### src/rtl/rb_deriv_normalizer.sv
// Accumulates up to NUM_TERMS weighted R/B derivatives per pixel and divides by the weight sum.
// Optional macro RB_NORM_ROUND_EN: round half away from zero instead of truncating.
module rb_deriv_normalizer #(
  parameter int unsigned NUM_TERMS = 4,
  parameter int unsigned DERIV_W   = 22,
  parameter int unsigned GRAD_W    = 8,
  parameter int unsigned OUT_W     = 14
) (
  input  logic                      clk,
  input  logic                      rst,
  input  logic                      in_valid,
  output logic                      in_ready,
  input  logic                      in_last,
  input  logic [GRAD_W-1:0]         grad,
  input  logic signed [DERIV_W-1:0] RB_deriv,
  output logic                      out_valid,
  input  logic                      out_ready,
  output logic signed [OUT_W-1:0]   G_m_RB_est,
  output logic                      div_zero
);

  localparam int unsigned CNT_W  = $clog2(NUM_TERMS);
  localparam int unsigned SUM_W  = DERIV_W + CNT_W;
  localparam int unsigned WSUM_W = GRAD_W + CNT_W;
  localparam int unsigned MAG_W  = SUM_W + 1;
  localparam int unsigned DCNT_W = $clog2(SUM_W + 1);
  localparam logic [MAG_W-1:0] POS_LIM = MAG_W'((64'd1 << (OUT_W - 1)) - 64'd1);
  localparam logic [MAG_W-1:0] NEG_LIM = MAG_W'(64'd1 << (OUT_W - 1));

  typedef enum logic [1:0] {ST_ACC, ST_DIV, ST_OUT} state_t;

  state_t              state, state_nxt;
  logic [SUM_W-1:0]    dsum;
  logic [WSUM_W-1:0]   wsum;
  logic [CNT_W-1:0]    term_cnt;
  logic [DCNT_W-1:0]   div_cnt;
  logic [SUM_W-1:0]    quo;
  logic [WSUM_W-1:0]   rem;
  logic                neg;

  logic                acc_en, div_load, div_step, fin, zero_res, out_done;
  logic                accept, last_beat;
  logic [SUM_W-1:0]    dsum_acc, dsum_mag, quo_step;
  logic [WSUM_W-1:0]   wsum_acc, rem_step;
  logic [WSUM_W:0]     trial;
  logic                ge, round_up;
  logic [MAG_W-1:0]    mag_c;
  logic [OUT_W-1:0]    est_c;

  // Accumulate path; the NUM_TERMS-th beat closes the group even without in_last
  assign accept    = in_valid & in_ready;
  assign last_beat = in_last | (term_cnt == CNT_W'(NUM_TERMS - 1));
  assign dsum_acc  = dsum + {{CNT_W{RB_deriv[DERIV_W-1]}}, RB_deriv};
  assign wsum_acc  = wsum + WSUM_W'(grad);
  assign dsum_mag  = dsum[SUM_W-1] ? (~dsum + SUM_W'(1)) : dsum;

  // One restoring-division step: shift in the next dividend bit, subtract if it fits
  assign trial    = {rem, quo[SUM_W-1]};
  assign ge       = trial >= {1'b0, wsum};
  assign rem_step = WSUM_W'(ge ? (trial - {1'b0, wsum}) : trial);
  assign quo_step = {quo[SUM_W-2:0], ge};

`ifdef RB_NORM_ROUND_EN
  assign round_up = {rem_step, 1'b0} >= {1'b0, wsum};
`else
  assign round_up = 1'b0;
`endif

  // Apply sign to the magnitude and clamp into the signed output range
  always_comb begin
    mag_c = {1'b0, quo_step} + MAG_W'(round_up);
    est_c = '0;
    if (neg) begin
      if (mag_c > NEG_LIM) est_c = {1'b1, {(OUT_W-1){1'b0}}};
      else                 est_c = OUT_W'(MAG_W'(0) - mag_c);
    end else begin
      if (mag_c > POS_LIM) est_c = {1'b0, {(OUT_W-1){1'b1}}};
      else                 est_c = OUT_W'(mag_c);
    end
  end

  // Next-state and datapath strobes; DIV spends one setup cycle then SUM_W step cycles
  always_comb begin
    state_nxt = state;
    acc_en    = 1'b0;
    div_load  = 1'b0;
    div_step  = 1'b0;
    fin       = 1'b0;
    zero_res  = 1'b0;
    out_done  = 1'b0;
    case (state)
      ST_ACC: begin
        if (accept) begin
          acc_en = 1'b1;
          if (last_beat) state_nxt = ST_DIV;
        end
      end
      ST_DIV: begin
        if (div_cnt == '0) begin
          if (wsum == '0) begin
            zero_res  = 1'b1;
            state_nxt = ST_OUT;
          end else begin
            div_load = 1'b1;
          end
        end else begin
          div_step = 1'b1;
          if (div_cnt == DCNT_W'(SUM_W)) begin
            fin       = 1'b1;
            state_nxt = ST_OUT;
          end
        end
      end
      ST_OUT: begin
        if (out_ready) begin
          out_done  = 1'b1;
          state_nxt = ST_ACC;
        end
      end
      default: state_nxt = ST_ACC;
    endcase
  end

  always_ff @(posedge clk or posedge rst) begin
    if (rst) begin
      state      <= ST_ACC;
      in_ready   <= 1'b1;
      out_valid  <= 1'b0;
      G_m_RB_est <= '0;
      div_zero   <= 1'b0;
      dsum       <= '0;
      wsum       <= '0;
      term_cnt   <= '0;
      div_cnt    <= '0;
      quo        <= '0;
      rem        <= '0;
      neg        <= 1'b0;
    end else begin
      state     <= state_nxt;
      in_ready  <= (state_nxt == ST_ACC);
      out_valid <= (state_nxt == ST_OUT);
      if (acc_en) begin
        dsum     <= dsum_acc;
        wsum     <= wsum_acc;
        term_cnt <= term_cnt + CNT_W'(1);
        div_cnt  <= '0;
      end
      if (div_load) begin
        quo     <= dsum_mag;
        rem     <= '0;
        neg     <= dsum[SUM_W-1];
        div_cnt <= div_cnt + DCNT_W'(1);
      end
      if (div_step) begin
        quo     <= quo_step;
        rem     <= rem_step;
        div_cnt <= div_cnt + DCNT_W'(1);
      end
      if (fin) begin
        G_m_RB_est <= est_c;
        div_zero   <= 1'b0;
      end
      if (zero_res) begin
        G_m_RB_est <= '0;
        div_zero   <= 1'b1;
      end
      if (out_done) begin
        dsum     <= '0;
        wsum     <= '0;
        term_cnt <= '0;
        div_cnt  <= '0;
        quo      <= '0;
        rem      <= '0;
        neg      <= 1'b0;
      end
    end
  end

endmodule

### config.mk
export PLATFORM = sky130hd
export DESIGN_NAME = rb_deriv_normalizer
export DESIGN_NICKNAME = d
export VERILOG_FILES = /design/src/rtl/rb_deriv_normalizer.sv
export SDC_FILE = /design/constraint.sdc
export NUM_CORES = 1
export LEC_CHECK = 0
export BUFFER_PORTS_ARGS = -buffer_cell sky130_fd_sc_hd__buf_4
export CAP_MARGIN = 20
export CORE_ASPECT_RATIO = 0.5
export CORE_UTILIZATION = 32
export DETAILED_ROUTE_END_ITERATION = 10
export PLACE_DENSITY_LB_ADDON = 0.05
export RECOVER_POWER = 25
export SLEW_MARGIN = 25
export SYNTH_ARGS = -nofsm -noshare
export SYNTH_HDL_FRONTEND = slang
export SYNTH_SLANG_ARGS = --single-unit
### constraint.sdc
create_clock -name clk -period 12 [get_ports clk]
set_input_delay 2.4 -clock clk [delete_from_list [all_inputs] [get_ports clk]]
set_output_delay 2.4 -clock clk [all_outputs]
set_load 0.02 [all_outputs]
After elaboration in Yosys (flattened, before gate mapping) --
Cells that the tools add are included.
Word-level totals: register bits after elaboration 95, input bits 35, output and inout port bits 17, word-level logic and storage cells 88
Cells by class: $add $sub $neg 7, magnitude comparators 3, equality and inequality tests 5, multiplexer cells 49, bitwise logic cells 3, reductions and logical operators 9
Operators with widths (count):
- 24-bit 2-to-1 mux | 6
- 14-bit 2-to-1 mux | 5
- 10-bit 2-to-1 mux | 6
- 24-bit by 1-bit adder with 24-bit output, second input constant | 1
- 24-bit adder | 1
- 24-bit by 13-bit greater-than comparator with 1-bit output, second input constant | 1
- 24-bit by 14-bit greater-than comparator with 1-bit output, second input constant | 1
- 24-bit NOT | 1
- 5-bit 2-to-1 mux | 4
- 1-bit 2-to-1 mux | 19
- 2-bit 2-to-1 mux | 8
- 1-bit by 14-bit subtractor with 14-bit output, first input constant | 1
- 11-bit by 10-bit greater-or-equal comparator with 1-bit output | 1
- 10-bit by 8-bit adder with 10-bit output | 1
- 10-bit zero test | 1
- 10-bit subtractor | 1
- 2-bit == test, second input constant | 3
- 2-bit case mux with 3 select lines | 1
- 2-bit nonzero test | 3
- 5-bit by 1-bit adder with 5-bit output, second input constant | 1
- 5-bit == test, second input constant | 1
- 5-bit zero test | 1
- 2-bit zero test | 2
- 4-bit nonzero test | 1
- 5 further kinds | 5

Depth between registers and ports, before layout --
word-level depth 7, depth in mapped cells 17, gate-level depth less buffers 14

Least setup slack after synthesis --
No wires, ideal clock.
path type input -> register, start input RB_deriv[8], end register dsum[23], library setup time 0.087 ns, data arrival time 4.418 ns, required time 11.913 ns, path slack 7.496 ns, stages on the path 9, buffers on the path 1, cells stage by stage ha_1 > clkbuf_1 > a21oi_1 > o21ai_0 > o311ai_0 > a21oi_1 > o21ai_0 > or4b_2 > o211ai_1
On the way: word-level cells in the longest chain between the ends 3
Ends and longest elaborated chain:
- from (decl) | RTL line 15 | input logic signed [DERIV_W-1:0] RB_deriv,
- 24-bit adder | RTL line 53 | assign dsum_acc = dsum + {{CNT_W{RB_deriv[DERIV_W-1]}}, RB_deriv};
- 24-bit 2-to-1 mux | RTL line 142 | if (acc_en) begin
- 24-bit 2-to-1 mux | RTL line 167 | if (out_done) begin
- to (signal assigned) | RTL line 143 | dsum <= dsum_acc;
- to (decl) | RTL line 33 | logic [SUM_W-1:0] dsum;
Every way passes these cells. The select of a mux whose other input is x is not followed. A chain may end at the register's enable or synchronous reset.

Worst setup path in the final report --
start register wsum[8], end register G_m_RB_est[11]
On the way: word-level cells in the longest chain between the ends 6, elaborated cells on any way between the ends 14, classes of those cells 1 x add/sub; 3 x order compare; 8 x mux; 2 x reduce/logical
Ends and longest elaborated chain:
- from (decl) | RTL line 34 | logic [WSUM_W-1:0] wsum;
- from (signal assigned) | RTL line 144 | wsum <= wsum_acc;
- 11-bit by 10-bit greater-or-equal comparator with 1-bit output | RTL line 59 | assign ge = trial >= {1'b0, wsum};
- 24-bit by 13-bit greater-than comparator with 1-bit output, or another cell as far along | RTL line 77 | if (mag_c > POS_LIM) est_c = {1'b0, {(OUT_W-1){1'b1}}};
- 14-bit 2-to-1 mux, on equally long branches | RTL line 77, 74
- 14-bit 2-to-1 mux | RTL line 73 | if (neg) begin
- 14-bit 2-to-1 mux | RTL line 159 | if (fin) begin
- 14-bit 2-to-1 mux | RTL line 163 | if (zero_res) begin
- to (signal assigned) | RTL line 160 | G_m_RB_est <= est_c;
- to (decl) | RTL line 18 | output logic signed [OUT_W-1:0] G_m_RB_est,
Several ways; a longest one is shown, not always the timed one. The select of a mux whose other input is x is not followed.

==> reports/summary.json <==
{
  "die-width_um": 208,
  "final_critical_path_setup_slack_ps": 7240,
  "routedWlPerCell_um": 16.8,
  "top_signal_layer_used": "met4",
  "critPathArrivalTime_ps": 5030,
  "wl_met1_um": 10000,
  "track_usage_pct": 17.7,
  "dp_hpwl_um": 14300,
  "final_period_minus_worst_setup_slack_ps": 4760,
  "clock_latency_at_the_later_pin_of_the_worst_skew_pair_ps": 350,
  "final_period_util_pct": 39.6,
  "grt.overflow.total": 0,
  "timing.setup.critical_path_class": "flip-flop to flip-flop",
  "pin_count": 52,
  "avgViaCountPerCell": 5.34,
  "grt_antenna_before_repair": 0,
  "postSynthCellCount": 802,
  "worst_pin_slew_ps": 2220,
  "cts_tree": "built",
  "clock_pin_slew_on_the_worst_setup_and_hold_paths_ps": 70,
  "drt-total-wl_um": 18700,
  "ys_seq_elements": 95,
  "critical_path.endpoint_type": "flip-flop",
  "rsz0062_at_grt": "false",
  "via_count": 5927,
  "detailedRoute.firstIterationViolations": 362,
  "netlist_area_um2": 6790,
  "postCtsSetupRepairBufs": 0,
  "detailedRoute.firstPassIterationCount": 4,
  "tritoncts.num_buffers": 9,
  "vdd_ir_drop_max_v": 0.0000836,
  "setup_viol": 0,
  "drv.max_cap_violation_count": 1,
  "power_density_nw_per_um2": 301,
  "power.static_leakage_uw": 0.00343,
  "synth_fp_nets": 886,
  "initial_core_util_pct": 32.8,
  "clk_root_buffer_cell": "clkbuf_16",
  "placementRows": 37,
  "first_global_vias": 5825,
  "clock_path_buffers": 2,
  "global_route_wire_length_before_repair_um": 31200,
  "final.setup_skew_ps": 12.3,
  "synth_async_sr_flop_share_pct": 100,
  "post_cts_hold_buffer_count": 0,
  "grt_start_max_net_pins": 51,
  "layout-area-overhead-vs-synth_pct": 15.0,
  "insertedDiodeCount": 0,
  "nNetsFinal": 916,
  "finalNonFillerCells": 1110,
  "switching_share_pct": 45.4,
  "worstSetupStartpointType": "flip-flop",
  "finalHoldWorstSlack_ps": 501,
  "yosys_most_used_dff": "dfrtp_1",
  "crit_fanout": 21,
  "power.sequential.fraction_pct": 29.4,
  "timing.fmax_ghz": 0.210,
  "violated_checks": "capacitance limit, slew limit",
  "clkPwrFrac_pct": 16.1,
  "placement.setup.worst_slack_ps": 7080,
  "htree_num_levels": 3,
  "run_status": "finished, violations left",
  "wl_met3_um": 424,
  "placeable_core_region_um2": 20700,
  "setup-tns-final_ps": 0,
  "distinct_cells_synth": 64,
  "max_slew_violations": 51,
  "detail_route.drc_violations": 0,
  "sequential_share_of_the_synthesized_area_pct": 35.0,
  "post_cts.resized_instances": 0,
  "globalplace.congestion": 0.842,
  "detail-route-antenna-nets": 0,
  "internal_power_uw": 1280,
  "port_buffers": 51,
  "clock_sinks": 95,
  "hold_path.class": "flip-flop to flip-flop",
  "max-slew-margin-rel_pct": -48.8,
  "crit_required_ps": 12280,
  "switching_power_uw": 1070,
  "post_synth.cell_area_avg_um2": 8.47,
  "drive_gt1_share_pct": 11.0,
  "die-height_um": 105,
  "hold_violations": 0,
  "yosys_warns": 0,
  "floorplan.die_area_um2": 21900,
  "dpl.cell_count": 1094,
  "met2_wirelength_um": 8110,
  "synth_enable_flop_cells": 0,
  "combinational_power_share_pct": 54.6
}
## flip-flops by register name, indices dropped and copies added, names as in the netlist
name	flops
neg	1
rem	10
div_zero	1
wsum	10
in_ready	1
out_valid	1
dsum	24
quo	24
div_cnt	5
state	2
term_cnt	2
G_m_RB_est	14
## layout by cell type, fill, tap and decap left out, types with 7 or more instances in the layout
| cell | Yosys | final |
|---|---|---|
| nor3_1 | 20 | 20 |
| inv_1 | 33 | 32 |
| a21o_1 | 16 | 16 |
| nand2_1 | 86 | 86 |
| a31oi_1 | 14 | 14 |
| nand2b_1 | 11 | 11 |
| o21ai_0 | 80 | 80 |
| a211oi_1 | 8 | 8 |
| dfrtp_1 | 94 | 94 |
| nor4_1 | 7 | 7 |
| o211ai_1 | 9 | 9 |
| xor2_1 | 30 | 30 |
| clkbuf_16 | 0 | 9 |
| a21oi_1 | 46 | 45 |
| ha_1 | 46 | 46 |
| buf_4 | 0 | 56 |
| a22o_1 | 13 | 13 |
| or3_1 | 8 | 8 |
| o31ai_1 | 11 | 11 |
| nand4_1 | 10 | 10 |
| nor2_1 | 57 | 56 |
| o22ai_1 | 9 | 9 |
| nand3_1 | 24 | 24 |
| nor2b_1 | 7 | 7 |
| a22oi_1 | 9 | 9 |
| xnor2_1 | 27 | 27 |
| o21ai_1 | 10 | 10 |
## critical path: stages, from the launching register on
cell	delay (ps)
dfrtp_1	420
inv_1	100
ha_1	360
a21o_1	200
a2111oi_1	590
o31ai_1	340
inv_1	580
ha_1	300
nand2_1	90
nor3_1	580
a21boi_0	260
o21ai_1	210
and2_1	420
a32o_1	230
## per-layer routing
| layer | vias up | global-route usage (%) |
|---|---|---|
| li1 | 3001 | - |
| met2 | 68 | 27.5 |
| met1 | 2847 | 25.9 |
| met4 | 0 | 3.39 |
| met5 | - | 0 |
| met3 | 11 | 2.65 |
## worst paths after layout
check                         startpoint             end  slack (ps)  cells past startpoint
min reg2reg                G_m_RB_est[9]   G_m_RB_est[9]         500                      1
min in group asynchronous            rst         dsum[5]        2630                      2
max                              wsum[8]  G_m_RB_est[11]        7240                     13
min                        G_m_RB_est[9]   G_m_RB_est[9]         500                      1
max reg2reg                      wsum[8]  G_m_RB_est[11]        7240                     13
max in group asynchronous            rst         dsum[1]        7890                      3
## synth_stat cells, types with 10 or more instances
cell type / number / area (um^2)
dfrtp_1: 94 / 2350
nand2_1: 86 / 323
o21ai_0: 80 / 400
nor2_1: 57 / 214
a21oi_1: 46 / 230
ha_1: 46 / 576
clkbuf_1: 34 / 128
inv_1: 33 / 124
xor2_1: 30 / 263
xnor2_1: 27 / 236
nand3_1: 24 / 120
nor3_1: 20 / 100
a21o_1: 16 / 120
a31oi_1: 14 / 87.6
a22o_1: 13 / 114
nand2b_1: 11 / 68.8
o31ai_1: 11 / 82.6
nand4_1: 10 / 62.6
o21ai_1: 10 / 50.1
## kinds of logic (layout without fill, tap and decap cells)
group / count (synthesis) / count (layout) / synth area share, %
AOI/OAI and AO/OA: 264 / 264 / 24.8
and+or+nand+nor: 260 / 260 / 18.6
DFF: 95 / 95 / 35.0
buffers and inverters: 71 / 106 / 4.00
xor gates and xnor gates: 57 / 57 / 7.35
adders and majority gates: 49 / 49 / 9.36
muxes: 6 / 6 / 0.884
## power groups by stage
stage / Clock [uW] / Combinational [uW] / Sequential [uW]
after CTS: 389 / 1290 / 690
after detailed placement: 0 / 1290 / 696
after global routing: 400 / 1460 / 722
after global placement: 0 / 1280 / 695
after floorplan: 0 / 997 / 634
final: 378 / 1280 / 690
## metrics by stage
stage               utilization [%]  cell area, um^2  power, uW
floorplan                         -             6790       1630
global placement               35.9             7420       1980
detailed placement             35.9             7420       1980
CTS                            37.8             7820       2370
global route                   37.8             7820       2580
finish                         37.8             7820       2350
## cell type report
cell class | instances | area (um^2)
Clock buffer | 9 | 225
Inverter | 33 | 125
Fill cell | 2126 | 12900
Tap cell | 273 | 342
Timing Repair Buffer | 57 | 428
Multi-Input combinational cell | 636 | 4150
Sequential cell | 95 | 2380
Clock inverter | 7 | 166
Note: power is estimated with default switching activity, not from simulation.
